**src/rtl/xinput_port.sv**
```systemverilog
// Memory-mapped button/switch input port: synchronizers, button debouncer, press counter.
// Optional interrupt output and enable register when XINPUT_PORT_IRQ_EN is defined.
module xinput_port #(
    parameter int unsigned DEBOUNCE_CYCLES = 1000
) (
    input  logic        clk,
    input  logic        rst,
    input  logic        sel,
    input  logic        we,
    input  logic [1:0]  addr,
    input  logic [31:0] data_in,
    output logic [31:0] data_out,
    input  logic        btn,
    input  logic [7:0]  sw
`ifdef XINPUT_PORT_IRQ_EN
    ,
    output logic        irq
`endif
);

    typedef enum logic {
        STABLE,
        CHANGING
    } db_state_t;

    localparam logic [15:0] CNT_MAX = 16'(DEBOUNCE_CYCLES - 1);

    logic        btn_meta;
    logic        btn_sync;
    logic [7:0]  sw_meta;
    logic [7:0]  sw_sync;
    logic        btn_db;
    logic [15:0] count;
    db_state_t   state;
    logic        press_flag;
    logic [7:0]  press_cnt;
    logic        press_evt;
    logic        clr_wr;

    always_ff @(posedge clk or negedge rst) begin
        if (!rst) begin
            btn_meta <= 1'b0;
            btn_sync <= 1'b0;
            sw_meta  <= '0;
            sw_sync  <= '0;
        end else begin
            btn_meta <= btn;
            btn_sync <= btn_meta;
            sw_meta  <= sw;
            sw_sync  <= sw_meta;
        end
    end

    // The first mismatching edge already counts as 1 so btn_db moves on edge DEBOUNCE_CYCLES+2.
    always_ff @(posedge clk or negedge rst) begin
        if (!rst) begin
            state  <= STABLE;
            count  <= '0;
            btn_db <= 1'b0;
        end else begin
            case (state)
                STABLE: begin
                    if (btn_sync != btn_db) begin
                        state <= CHANGING;
                        count <= 16'd1;
                    end else begin
                        count <= '0;
                    end
                end
                CHANGING: begin
                    if (btn_sync == btn_db) begin
                        state <= STABLE;
                        count <= '0;
                    end else if (count == CNT_MAX) begin
                        state  <= STABLE;
                        count  <= '0;
                        btn_db <= ~btn_db;
                    end else begin
                        count <= count + 16'd1;
                    end
                end
                default: begin
                    state <= STABLE;
                    count <= '0;
                end
            endcase
        end
    end

    assign press_evt = (state == CHANGING) && (btn_sync != btn_db) &&
                       (count == CNT_MAX) && !btn_db;
    assign clr_wr    = sel && we && (addr == 2'd2);

    // A press on the same edge as a clear wins and counts as the first press.
    always_ff @(posedge clk or negedge rst) begin
        if (!rst) begin
            press_flag <= 1'b0;
            press_cnt  <= '0;
        end else if (press_evt) begin
            press_flag <= 1'b1;
            if (clr_wr)
                press_cnt <= 8'd1;
            else if (press_cnt != 8'hFF)
                press_cnt <= press_cnt + 8'd1;
        end else if (clr_wr) begin
            press_flag <= 1'b0;
            press_cnt  <= '0;
        end
    end

`ifdef XINPUT_PORT_IRQ_EN
    logic irq_en;
    logic unused_data;

    always_ff @(posedge clk or negedge rst) begin
        if (!rst)
            irq_en <= 1'b0;
        else if (sel && we && (addr == 2'd3))
            irq_en <= data_in[0];
    end

    assign irq         = press_flag & irq_en;
    assign unused_data = ^data_in[31:1];
`else
    logic unused_data;
    assign unused_data = ^data_in;
`endif

    always_comb begin
        data_out = '0;
        if (sel && !we) begin
            case (addr)
                2'd0: data_out = {31'b0, btn_db};
                2'd1: data_out = {24'b0, sw_sync};
                2'd2: data_out = {23'b0, press_flag, press_cnt};
`ifdef XINPUT_PORT_IRQ_EN
                2'd3: data_out = {31'b0, irq_en};
`else
                2'd3: data_out = '0;
`endif
                default: data_out = '0;
            endcase
        end
    end

endmodule

```
**config.mk**
```make
export PLATFORM = sky130hd
export DESIGN_NAME = xinput_port
export DESIGN_NICKNAME = d
export VERILOG_FILES = /design/src/rtl/xinput_port.sv
export SDC_FILE = /design/constraint.sdc
export NUM_CORES = 1
export LEC_CHECK = 0
export CAP_MARGIN = 10
export CORE_UTILIZATION = 40
export CTS_BUF_LIST = sky130_fd_sc_hd__clkbuf_4 sky130_fd_sc_hd__clkbuf_8 sky130_fd_sc_hd__clkbuf_16
export CTS_CLUSTER_SIZE = 16
export DETAILED_ROUTE_END_ITERATION = 7
export PLACE_DENSITY_LB_ADDON = 0.12
export SETUP_SLACK_MARGIN = 0.05
export SLEW_MARGIN = 25
export SYNTH_ARGS = -nofsm -noshare
export SYNTH_HDL_FRONTEND = slang
export SYNTH_SLANG_ARGS = --single-unit
```
**constraint.sdc**
```tcl
create_clock -name clk -period 4.4 [get_ports clk]
set_input_delay 0.44 -clock clk [delete_from_list [all_inputs] [get_ports clk]]
set_output_delay 0.44 -clock clk [all_outputs]
set_load 0.03 [all_outputs]
```
After elaboration in Yosys (flattened, before gate mapping):

Cells that the tools add are included.

* reductions and logical operators: 13
* bitwise gates (word level): 3
* $add $sub $neg: 2
* mux-type cells: 16
* equality and inequality tests: 7

Operator list (number)
* $pmux 32 s4: 1
* $mux 16: 2
* $mux 32: 1
* $mux 8: 4
* $pmux 16 s2: 1
* $add 16x1->16 const B: 1
* $eq 16x10->1 const B: 1
* $add 8x1->8 const B: 1
* $ne 8x8->1 const B: 1
* $logic_and 1x1->1: 6
* $mux 1: 6
* $eq 2x2->1 const B: 2
* $reduce_bool 2->1: 2
* $not 1->1: 3
* $reduce_and 3->1: 1
* $eq 2x1->1 const B: 1
* $logic_not 1->1: 2
* $logic_not 2->1: 1
* $pmux 1 s2: 1
* $reduce_and 2->1: 1
* $eq 1x1->1: 1
* $ne 1x1->1: 1

* logic and storage cells: 50
* input bits: 47
* register bits: 45

Depth between registers and ports, before layout:

* depth after elaboration: 6
* mapped depth: 6

Worst setup path before layout:

OpenSTA, ideal clock, no wires.

* path kind: flip-flop to flip-flop
* start: register count[0]
* end: register press_cnt[4]
* path buffers: 1
* arrival time: 1.740 ns
* slack: 2.583 ns
* library setup time: 0.077 ns
* stages on the path, launching flop included: 7
* clock period less this slack: 1.817 ns
* path through: dfrtp_1 ha_1 nand4_2 nand4b_2 buf_6 or4_1 a21oi_1

* word-level cells in the longest chain between the ends: 5
* elaborated cells between the ends (all ways): 6
* those cells by class: 1 x eq/ne; 1 x mux; 4 x reduce/logical

Ends and longest elaborated chain
* start: declaration: RTL line 33 `logic [15:0] count;`
* start signal: assignment: RTL line 79 `count <= count + 16'd1;`
* $eq 16x10->1 *: RTL line 91 `(count == CNT_MAX) && !btn_db;`
* $logic_and 1x1->1 *: RTL line 90 `assign press_evt = (state == CHANGING) && (btn_sync != btn_db) &&`
* $logic_and 1x1->1 *: RTL line 91
* $reduce_bool 2->1 (no source line)
* $reduce_and 2->1 (no source line)
* end signal: assignment: RTL line 104 `press_cnt <= press_cnt + 8'd1;`
* end: declaration: RTL line 36 `logic [7:0] press_cnt;`

Mark *: on every way between the ends. The rest lies on a longest branch, timed or not.
A chain may end at the register's enable or synchronous reset.

Worst setup path in the final report:

* start: input addr[1]
* end: output data_out[1]

* word-level cells in the longest chain between the ends: 3
* elaborated cells between the ends (all ways): 6
* those cells by class: 3 x eq/ne; 2 x mux; 1 x reduce/logical

Ends and longest elaborated chain
* start: declaration: RTL line 10 `input logic [1:0] addr,`
* $eq 2x2->1 (tied with other cells): RTL line 132 `case (addr)`
* $pmux 32 s4 *: RTL line 132
* $mux 32 *: RTL line 131 `if (sel && !we) begin`
* end: declaration: RTL line 12 `output logic [31:0] data_out,`

Mark *: on every way between the ends. The rest lies on a longest branch, timed or not. The select of a mux whose other input is x is not followed.

==> flow_summary.yaml <==
run_status:
  status: "complete, no violations"
setup_path:
  cp_max_fo: 10
  worst-path-buf-inv: 2
  crit_slowest_cell: "clkdlybuf4s50_1"
  rrSetupSlack_ns: 2.25
  worstPathRequired_ns: 3.96
  cpMostUsedCell: "clkdlybuf4s50_1"
  r2r_start: "count[0]$_DFF_PN0_"
  start_kind: "primary input"
  arrival_ns: 2.47
  worstSetupPathType: "primary input to primary output"
  end_kind: "primary output"
  max_stage_delay_ns: 0.69
  r2r-end: "press_cnt[0]$_DFFE_PN0P_"
  crit_chain: "clkdlybuf4s50_1 -> nor2b_1 -> a22oi_1 -> nor2_1 -> clkdlybuf4s50_1"
  r2r_cells: 5
  path_delay_family: "buffers and inverters"
synthesis:
  synth_warnings: 0
  synth_top_area_share_pct: 50.8
  syn_avg_cell_area_um2: 10.2
  ys_seq_area_share_pct: 50.8
  synth.distinct_cells: 38
  synth-seq-cells: 45
  syn_area_mm2: 0.00221
  yosysTopAreaCell: "dfrtp_1"
  ys_top_cells_by_area: "dfrtp_1, buf_4, nor2_1"
  synthCells: 217
floorplanning:
  die_area_mm2: 0.00584
  ios: 79
  core_mm2: 0.00520
  die_height_um: 76.4
  die_w_um: 76.4
  start_util_pct: 42.5
  rows: 26
routing:
  wl_per_cell_um: 12.5
  viasPerCell: 4.91
  ant_nets: 0
  firstDrtPassIters: 4
  first_iter_violations: 133
  wl_um: 3890
  vias: 1528
  drc_errors: 0
layout:
  syn2layout_area_growth_pct: 13.9
  n_antenna_cell: 0
  final_cell_mix: "dfrtp_1, nor2_1, conb_1"
  layout_commonest_cell: "dfrtp_1"
  drive_gt1_share_pct: 5.39
  final_nets: 289
clock_network:
  cts_sinks: 45
  cts_buffer_depth: 2
  post-cts-setup-buffers: 0
  tritoncts: "yes"
  clock_latency_ns: 0.30
  clk_pin_slew_ns: 0.08
  cts_resized: 0
  holdBufCountCts: 0
  clockRootBuffer: "clkbuf_8"
  cts.htree.levels: 2
  numCtsBuffers: 5
timing:
  maxSlewHeadroom_pct: 55.3
  post-route-period-util_pct: 66.1
  final.setup_skew_ns: 0.0105
  fmax_mhz: 344
  final-setup-viol-count: 0
  fin_crit_ns: 2.91
  rsz0062_at_grt: "false"
  tightest_slew_ns: 0.669
  whs_ns: 0.126
  slew_viol_final: 0
  final.setup.tns_ns: 0
  hold_viol: 0
power:
  power_density_mw_per_mm2: 329
  p_comb_share_pct: 8.5
  p_int_uw: 630
  p_leak_uw: 0.00104
  fin_total_pwr_uw: 830
  clkPwrFrac_pct: 39.2
  sw_frac_of_total_pct: 24.1
  peakVddDrop_v: 0.000184
  seq_power_share_pct: 52.2
  p_switching_uw: 200
worst_hold_path:
  min_path_type: "primary input to async pin"
placed_design:
  hpwl_um: 2700
  io_buffer_count: 23
  gp_congestion: 0.834
grt:
  antenna_found_initial: 0
  grt_use_total_pct: 14.7
  grt-ovfl-total: 0
  grt_start_max_net_pins: 46
  grt_pass1_vias: 1390
  grt_pass1_wl_um: 6690
run:
  max-cap-violations: 0
how the worst max path moves through the flow:
stage / depth (start not counted) / slack, ns / start / end
after CTS: 5 / 1.46 / addr[1] / data_out[1]
final: 5 / 1.49 / addr[1] / data_out[1]
after floorplan: 6 / 2.58 / count[0]$_DFF_PN0_ / press_cnt[4]$_DFFE_PN0P_
after global placement: 5 / 1.45 / addr[1] / data_out[6]
after global routing: 5 / 1.31 / addr[1] / data_out[2]
after detailed placement: 5 / 1.47 / addr[1] / data_out[1]
synth_stat cells (all sizes together):
cell type and count:
nor2b 4, nand2b 3, a21oi 6, nor2 31
nand4b 2, nor3 7, o31ai 2, and4 1
nand2 14, ha 2, a21o 1, a31oi 2
clkbuf 4, a32o 1, o211ai 3, conb 1
nand4 8, xnor2 11, and4b 1, or3 2
nand3b 1, buf 25, dfrtp 45, a22oi 7
a211oi 1, inv 5, nor4 6, or4 3
o21ai 3, xor2 2, and3 3, mux2i 3
nand3 6, a311oi 1
power by group through the flow:
stage,Sequential (uW),Combinational (uW),Clock (uW)
after floorplan,439,61.2,0
after global placement,442,71.2,0
after detailed placement,442,71.5,0
after CTS,434,71.7,335
after global routing,436,78.0,353
final,434,70.9,326
worst register-to-register path, delay by kind of cell, from the launching register on:
kind	cells	cell delay (ns)
AOI/OAI and AO/OA	1	0.28
adders and majority gates	1	0.28
DFF	1	0.38
and+or+nand+nor	3	1.10
kinds of logic (layout without fill, tap and decap cells):
logic type,Yosys count,after routing,share of synthesized area [%]
and+or+nand+nor,92,92,22.8
DFF,45,45,50.8
buffers and inverters,34,36,10.3
AOI/OAI and AO/OA,27,27,8.19
xor gates and xnor gates,13,13,5.14
muxes,3,3,1.36
adders and majority gates,2,2,1.13
other,1,23,0.169
flip-flops by register name, indices dropped and copies added, names as in the netlist:
name,flops
btn_db,1
btn_meta,1
btn_sync,1
count,16
press_cnt,8
press_flag,1
state,1
sw_meta,8
sw_sync,8
metrics by stage:
stage	setup slack (ns)	util (%)	area, um2	instances
after floorplan	2.58	-	2300	239
after global placement	1.45	46.1	2400	303
after detailed placement	1.47	46.1	2400	303
after CTS	1.46	48.4	2520	311
after global routing	1.31	48.5	2520	311
final	1.49	48.5	2520	311
routing by layer:
metal / up-vias / track usage (%) / wire length (um)
li1: 758 / - / -
met1: 713 / 21.4 / 2030
met2: 51 / 19.8 / 1590
met3: 6 / 4.43 / 221
met4: 0 / 6.92 / 57
met5: - / 0 / 0
area by class of cell:
cell class | instances | area (um2)
Fill cell | 510 | 2680
Sequential cell | 45 | 1130
Timing Repair Buffer | 23 | 228
Clock inverter | 2 | 37.5
Clock buffer | 6 | 82.6
Multi-Input combinational cell | 160 | 942
Tap cell | 70 | 87.6
Inverter | 5 | 18.8
No activity file was read; power rests on OpenSTA's default activity.
